**config.mk**
```make
export PLATFORM = sky130hd
export DESIGN_NAME = qlearn_tables
export DESIGN_NICKNAME = d
export VERILOG_FILES = /design/src/rtl/qlearn_tables.sv
export SDC_FILE = /design/constraint.sdc
export NUM_CORES = 2
export LEC_CHECK = 0
export ABC_AREA = 1
export CAP_MARGIN = 10
export CORE_MARGIN = 8
export CORE_UTILIZATION = 47
export DETAILED_ROUTE_END_ITERATION = 12
export GPL_ROUTABILITY_DRIVEN = 0
export PLACE_DENSITY = 0.69
export SETUP_SLACK_MARGIN = 0.5
export SYNTH_ARGS = -nofsm -noshare
export SYNTH_HDL_FRONTEND = slang
export SYNTH_SLANG_ARGS = --single-unit
export TNS_END_PERCENT = 30
```
**constraint.sdc**
```tcl
create_clock -name i_clk -period 8.99 [get_ports i_clk]
set_clock_uncertainty 0.15 [all_clocks]
set_input_delay 2.2475 -clock i_clk [delete_from_list [all_inputs] [get_ports i_clk]]
set_output_delay 2.2475 -clock i_clk [all_outputs]
set_load 0.02 [all_outputs]
```
**src/rtl/qlearn_tables.sv**
```systemverilog
// qlearn_tables: Q/Qmax dual-port tables with post-reset clear sweep and computed reward; define QLEARN_TABLES_BYPASS_EN for write-first reads
module qlearn_tables #(
  parameter int ADDR_WIDTH = 8,
  parameter int DATA_WIDTH = 8,
  parameter int DEPTH = 2**ADDR_WIDTH
) (
  input  logic                  i_clk,
  input  logic                  i_rst_n,
  input  logic [ADDR_WIDTH-1:0] q_addr_r,
  input  logic [ADDR_WIDTH-1:0] q_addr_w,
  input  logic                  q_write_en,
  input  logic [DATA_WIDTH-1:0] q_data,
  output logic [DATA_WIDTH-1:0] q_data_out,
  input  logic [ADDR_WIDTH-1:0] qmax_addr_r,
  input  logic [ADDR_WIDTH-1:0] qmax_addr_w,
  input  logic                  qmax_write_en,
  input  logic [DATA_WIDTH-1:0] qmax_data,
  output logic [DATA_WIDTH-1:0] qmax_data_out,
  input  logic [ADDR_WIDTH-1:0] r_addr,
  input  logic                  r_read,
  output logic [DATA_WIDTH-1:0] r_data_out,
  output logic                  o_init_busy
);
  localparam int IW = $clog2(DEPTH);
  logic [DATA_WIDTH-1:0] q_mem [DEPTH];
  logic [DATA_WIDTH-1:0] qmax_mem [DEPTH];
  logic [IW-1:0] init_addr, q_ra, q_wa, qm_ra, qm_wa;
  logic [DATA_WIDTH-1:0] q_wd, qm_wd, q_rd, qm_rd, reward;
  logic q_we, qm_we;
  logic [5:0] s;
  logic [1:0] a;
  logic [2:0] row, col, nrow, ncol;

  // the init sweep owns both write ports while busy, so user writes are dropped
  assign q_ra  = q_addr_r[IW-1:0];
  assign qm_ra = qmax_addr_r[IW-1:0];
  assign q_we  = o_init_busy | q_write_en;
  assign qm_we = o_init_busy | qmax_write_en;
  assign q_wa  = o_init_busy ? init_addr : q_addr_w[IW-1:0];
  assign qm_wa = o_init_busy ? init_addr : qmax_addr_w[IW-1:0];
  assign q_wd  = o_init_busy ? '0 : q_data;
  assign qm_wd = o_init_busy ? '0 : qmax_data;
`ifdef QLEARN_TABLES_BYPASS_EN
  assign q_rd  = (q_write_en && q_addr_w[IW-1:0] == q_ra) ? q_data : q_mem[q_ra];
  assign qm_rd = (qmax_write_en && qmax_addr_w[IW-1:0] == qm_ra) ? qmax_data : qmax_mem[qm_ra];
`else
  assign q_rd  = q_mem[q_ra];
  assign qm_rd = qmax_mem[qm_ra];
`endif

  // reward: move on the 8x8 grid, walls keep the state, entering the goal from elsewhere pays
  assign s    = r_addr[7:2];
  assign a    = r_addr[1:0];
  assign row  = s[5:3];
  assign col  = s[2:0];
  assign ncol = (a == 2'b00 && col != 3'd0) ? col - 3'd1 : (a == 2'b10 && col != 3'd7) ? col + 3'd1 : col;
  assign nrow = (a == 2'b01 && row != 3'd0) ? row - 3'd1 : (a == 2'b11 && row != 3'd7) ? row + 3'd1 : row;
  assign reward = ({nrow, ncol} == 6'h3f && s != 6'h3f) ? DATA_WIDTH'(8'h80) : '0;

  // clear sweep: one address per cycle, busy drops after the last address is written
  always_ff @(posedge i_clk or negedge i_rst_n)
    if (!i_rst_n) begin
      o_init_busy <= 1'b1;
      init_addr   <= '0;
    end else if (o_init_busy) begin
      init_addr   <= init_addr + 1'b1;
      o_init_busy <= init_addr != IW'(DEPTH - 1);
    end

  // table storage, no reset so it maps onto block RAM
  always_ff @(posedge i_clk) begin
    if (q_we) q_mem[q_wa] <= q_wd;
    if (qm_we) qmax_mem[qm_wa] <= qm_wd;
  end

  // registered read ports, forced to zero while the tables are being cleared
  always_ff @(posedge i_clk or negedge i_rst_n)
    if (!i_rst_n) begin
      q_data_out    <= '0;
      qmax_data_out <= '0;
      r_data_out    <= '0;
    end else begin
      q_data_out    <= o_init_busy ? '0 : q_rd;
      qmax_data_out <= o_init_busy ? '0 : qm_rd;
      if (r_read) r_data_out <= reward;
    end
endmodule

```
* Yosys cells after proc, flatten, opt, wreduce, memory -nomap -nowiden
Memories as Yosys holds them, arrays and structs flattened. Cells that the tools add are included.
Word-level totals: memory bits (writable) 4096, output and inout bits 25, register bits 33, memories 2, bits of input ports 61, logic and storage cells 46
Cells by class: add/subtract/negate cells 5, bitwise operators 2, eq/ne operators 8, reductions and logical operators 8, mux-type cells 16
Memory list:
- q_mem | words 256, bits a word 8, rd ports 1, clocked after Yosys merged registers in 0, wr ports 1, RTL line 25 | logic [DATA_WIDTH-1:0] q_mem [DEPTH];
- qmax_mem | words 256, bits a word 8, rd ports 1, clocked after Yosys merged registers in 0, wr ports 1, RTL line 26 | logic [DATA_WIDTH-1:0] qmax_mem [DEPTH];
Operators with widths (count):
- $mux 8 | 7
- $mux 3 | 4
- $add 8x1->8 const B | 1
- $ne 8x8->1 const B | 1
- $add 3x1->3 const B | 2
- $eq 6x6->1 const B | 1
- $ne 3x3->1 const B | 2
- $ne 6x6->1 const B | 1
- $reduce_bool 3->1 | 2
- $sub 3x1->3 const B | 2
- $logic_and 1x1->1 | 5
- $mux 1 | 5
- $eq 2x2->1 const B | 2
- $eq 2x1->1 const B | 1
- $logic_not 2->1 | 1
- $or 1x1->1 | 2

* Depth between registers and ports, before layout
depth after elaboration 7, depth in mapped cells 15, gate-level depth less buffers 11

* Worst setup path before layout
OpenSTA, ideal clock, no wires.
path kind input port to flip-flop, from input port q_data[0], to memory q_mem[0][0] (data pin), stages on the path 2, setup time 1406 ps, setup slack -790 ps, path buffers 0, required time 7434 ps, arrival time 8224 ps, path through inv_1 nor2_1
On the way: word-level cells in the longest chain between the ends 1
Ends and longest elaborated chain:
- start, declared | RTL line 12 | input logic [DATA_WIDTH-1:0] q_data,
- $mux 8 | RTL line 41 | assign q_wd = o_init_busy ? '0 : q_data;
- net q_wd[0] | RTL line 28 | logic [DATA_WIDTH-1:0] q_wd, qm_wd, q_rd, qm_rd, reward;
- end, declared | RTL line 25
The timed path passes the listed nets, and every way through them passes these cells.

* Worst setup path after layout
from input port qmax_addr_w[2], to memory qmax_mem[10][6] (enable)
On the way: word-level cells in the longest chain between the ends 1
Ends and longest elaborated chain:
- start, declared | RTL line 15 | input logic [ADDR_WIDTH-1:0] qmax_addr_w,
- $mux 8 | RTL line 40 | assign qm_wa = o_init_busy ? init_addr : qmax_addr_w[IW-1:0];
- end, declared | RTL line 26
Every way passes these cells.

==> results.md <==
* Status: completed
* WL per Instance at roughly 23 µm
* Switching Share at 0.226
* Setup crit end kind: register
* Worst hold slack at approximately 350 ps
* Root buffer cell: clkbuf_16
* Util after Layout at 0.520
* DRT iter0 DRCs at 14800
* Hold path cells at 1
* P_int at roughly 0.031 W
* Reg2reg end: qmax_mem[226][5]
* Port Buf Inserts at 78
* Std-Cell Rows at 219
* Worst slew margin at 0.130
* Largest cells by area after synthesis: edfxtp_1 (73%), nand3_1 (12%), nand2_1 (9.3%), buf_2 (1.6%), nor2_1 (1.5%)
* Layout area overhead at 10.0%
* First-pass GRT wire length at 652000 µm
* Vias in the first global route at 102000
* Final Cycle Share at 0.600
* Design area at 185000 µm²
* Worst Hold Endpoint: init_addr[7]
* Full die area at 377000 µm²
* Reg2reg start: o_init_busy
* Max frequency at about 190 MHz
* # Max-Cap Violations at 0
* Post-synth ARST share at 0.00631
* EDFF count, synth at 4096
* Layout cell share with drive strength beyond 1 at 0.0595
* Top cell type's share of synthesized area at 0.732
* Combinational share of power at 0.060
* Detail Placement HPWL at ~240000 µm
* RSZ-0062 raised after global routing: no
* Top Ports at 86
* H-tree depth at 5
* Critical path startpoint category: input pin
* Initial Utilization at 0.472
* CP max stage delay at approximately 1000 ps
* Hold Path Class: reg -> reg
* R2R depth at 9
* Top-count cell post-synth: nand2_1
* Worst skew pair latency at 930 ps
* Yosys warns at 0
* Main flop type after synthesis: edfxtp_1
* DRC viols at 0
* Crit path max fanout at 15
* Mean post-synth cell area at 11.9 µm²
* Time the worst path needs with I/O delays and setup at 5400 ps
* Num CTS Buffers at 410
* Hold_sp: init_addr[7]
* Commonest cells in the netlist: nand2_1 (4161), edfxtp_1 (4096), nand3_1 (3875), nor2_1 (686), buf_2 (539)
* GRT Resource Usage Total at 0.227
* CP arrival at 5790 ps
* Grt total ovfl at 0
* Met3 Resource Use GR at 0.0438
* Synth Register Bits at 4122
* Area post-placement at ~170000 µm²
* Busiest layer in global routing: met2
* Final #Nets at 13900
* CTS sink cnt at 4122
* Sequential element share of the synthesized area at 0.736
* CP required at 9390 ps
* Pre-antenna DRT Iters at 7
* Largest net degree at the start of global routing at 286
* Final Hold Fails at 0
* Crit path max-delay family: simple AND/OR/NAND/NOR gates
* # hold bufs at CTS at 0
* Vias per inst at 5.77
* P per Cell Area at around 220 nW/µm²
* Die height at 614 µm
* Gate Count Post-Synth at 14100
* Post-Route WL at about 440000 µm
* VDD IR max at 174 µV
* CP Buf/Inv Count at 2
* Post-CTS Resized at 0
* Final setup violation count at 0
* Post-DRT Antenna Nets at 0
* Via count at 109000
* P_sw at 0.00906 W
* Core ar. at 356000 µm²
* Worst Tran Pin Value at 1300 ps
* CTS clk-pin slew, worst paths at roughly 60 ps
* CTS tree: done
* Slowest cell on crit path: nor2_1
* Dominant cell type by area after synthesis: edfxtp_1
* Post-CTS Setup Bufs at 0
* Met1 Usage GRT at 0.327
* Critical-path cell list: clkdlybuf4s50_1, a21oi_1, inv_2, nor2_2, nand3_2, nor2_1
* Post-Syn Area at about 170000 µm²
* Initial antenna violation count at 12
* Clock network power share at 0.412
* Share of power burned in registers at 0.528
* Synth cell types at 32
* WS Path Type: in -> reg
* Final Slew Violations at 0
* Die width at 614 µm
* R2r setup slk at 4470 ps
* Leakage Power at roughly 63 nW
* GR Layer Usage met2 at 0.348
* Worst-case clock buffer depth at 4
==> final cells by class <==
cell class              instances  area (µm²)
repair buffers                252        2610
clock inverters               250        2050
multi-input cells            8959       39200
inverters                      89         402
fillers                     29700      171000
clock buffers                 505       10900
flip-flops and latches       4122      124000
well taps                    4751        5940
diodes                          3        7.51
==> flip-flops by register name (all words and copies together) (netlist names) <==
name and count:
init_addr 8, q_mem 2048, qmax_data_out 8, qmax_mem 2048
o_init_busy 1, q_data_out 8, r_data_out 1
==> kinds of logic after synthesis <==
logic type / Yosys count / synth area share
AND/OR/NAND/NOR: 8783 / 0.226
flip-flops: 4122 / 0.736
buffers and inverters: 1069 / 0.0313
AO/OA/AOI/OAI: 154 / 0.00511
adder cells (fa/ha/maj): 9 / 0.000671
XOR/XNOR: 6 / 0.000313
other: 1 / 0.0000223
==> through the flow <==
step	TNS, ps	worst slack (ps)	std cells	power [W]
2_1_floorplan	-1618810	-790	14200	0.0231
3_3_place_gp	0	2750	18200	0.0239
3_5_place_dp	0	2690	18200	0.0239
4_1_cts	0	3690	18900	0.0402
5_1_grt	0	3550	18900	0.0411
6_report	0	3590	18900	0.0401
==> how the worst max path moves through the flow <==
stage,from,to,depth (start not counted)
after global routing,q_addr_w[4],q_mem[77][1],6
after global placement,qmax_addr_w[2],qmax_mem[122][1],6
after CTS,qmax_addr_w[2],qmax_mem[10][6],6
final,qmax_addr_w[2],qmax_mem[10][6],6
after floorplan,qmax_data[0],qmax_mem[0][0],2
after detailed placement,qmax_addr_w[2],qmax_mem[122][1],6
==> power by group through the flow <==
stage	registers, W	logic [W]	clock network [W]
2_1_floorplan	0.0217	0.00146	0
3_3_place_gp	0.0216	0.00233	0
3_5_place_dp	0.0216	0.00236	0
4_1_cts	0.0212	0.00237	0.0167
5_1_grt	0.0212	0.00258	0.0174
6_report	0.0212	0.00240	0.0165
==> layer usage <==
layer  vias to the layer above  wire length (µm)
li1                      49600                 -
met1                     52700            179000
met2                      6173            199000
met3                       865             48900
met4                         6             15200
met5                         -                37
==> placed cells by master (no fill, tap or decap), types with 7 or more instances in the layout <==
| cell | count |
|---|---|
| nand2_1 | 4156 |
| edfxtp_1 | 4096 |
| nand3_1 | 3863 |
| nor2_1 | 670 |
| clkbuf_16 | 418 |
| buf_4 | 136 |
| clkinv_1 | 107 |
| clkbuf_1 | 79 |
| clkinv_2 | 72 |
| inv_1 | 66 |
| o21ai_0 | 65 |
| clkdlybuf4s50_1 | 65 |
| a21oi_1 | 45 |
| buf_12 | 40 |
| o22ai_1 | 33 |
| nor3_1 | 28 |
| bufinv_16 | 27 |
| dfrtp_1 | 25 |
| nor2_4 | 22 |
| nand3_2 | 16 |
| inv_2 | 15 |
| inv_6 | 13 |
| clkinvlp_4 | 13 |
| nand4_1 | 10 |
| ha_1 | 9 |
| nor2_2 | 8 |
| clkbuf_8 | 8 |
| a21oi_2 | 7 |
| conb_1 | 7 |
| clkinv_4 | 7 |
Power figures use the tool's default switching activity.
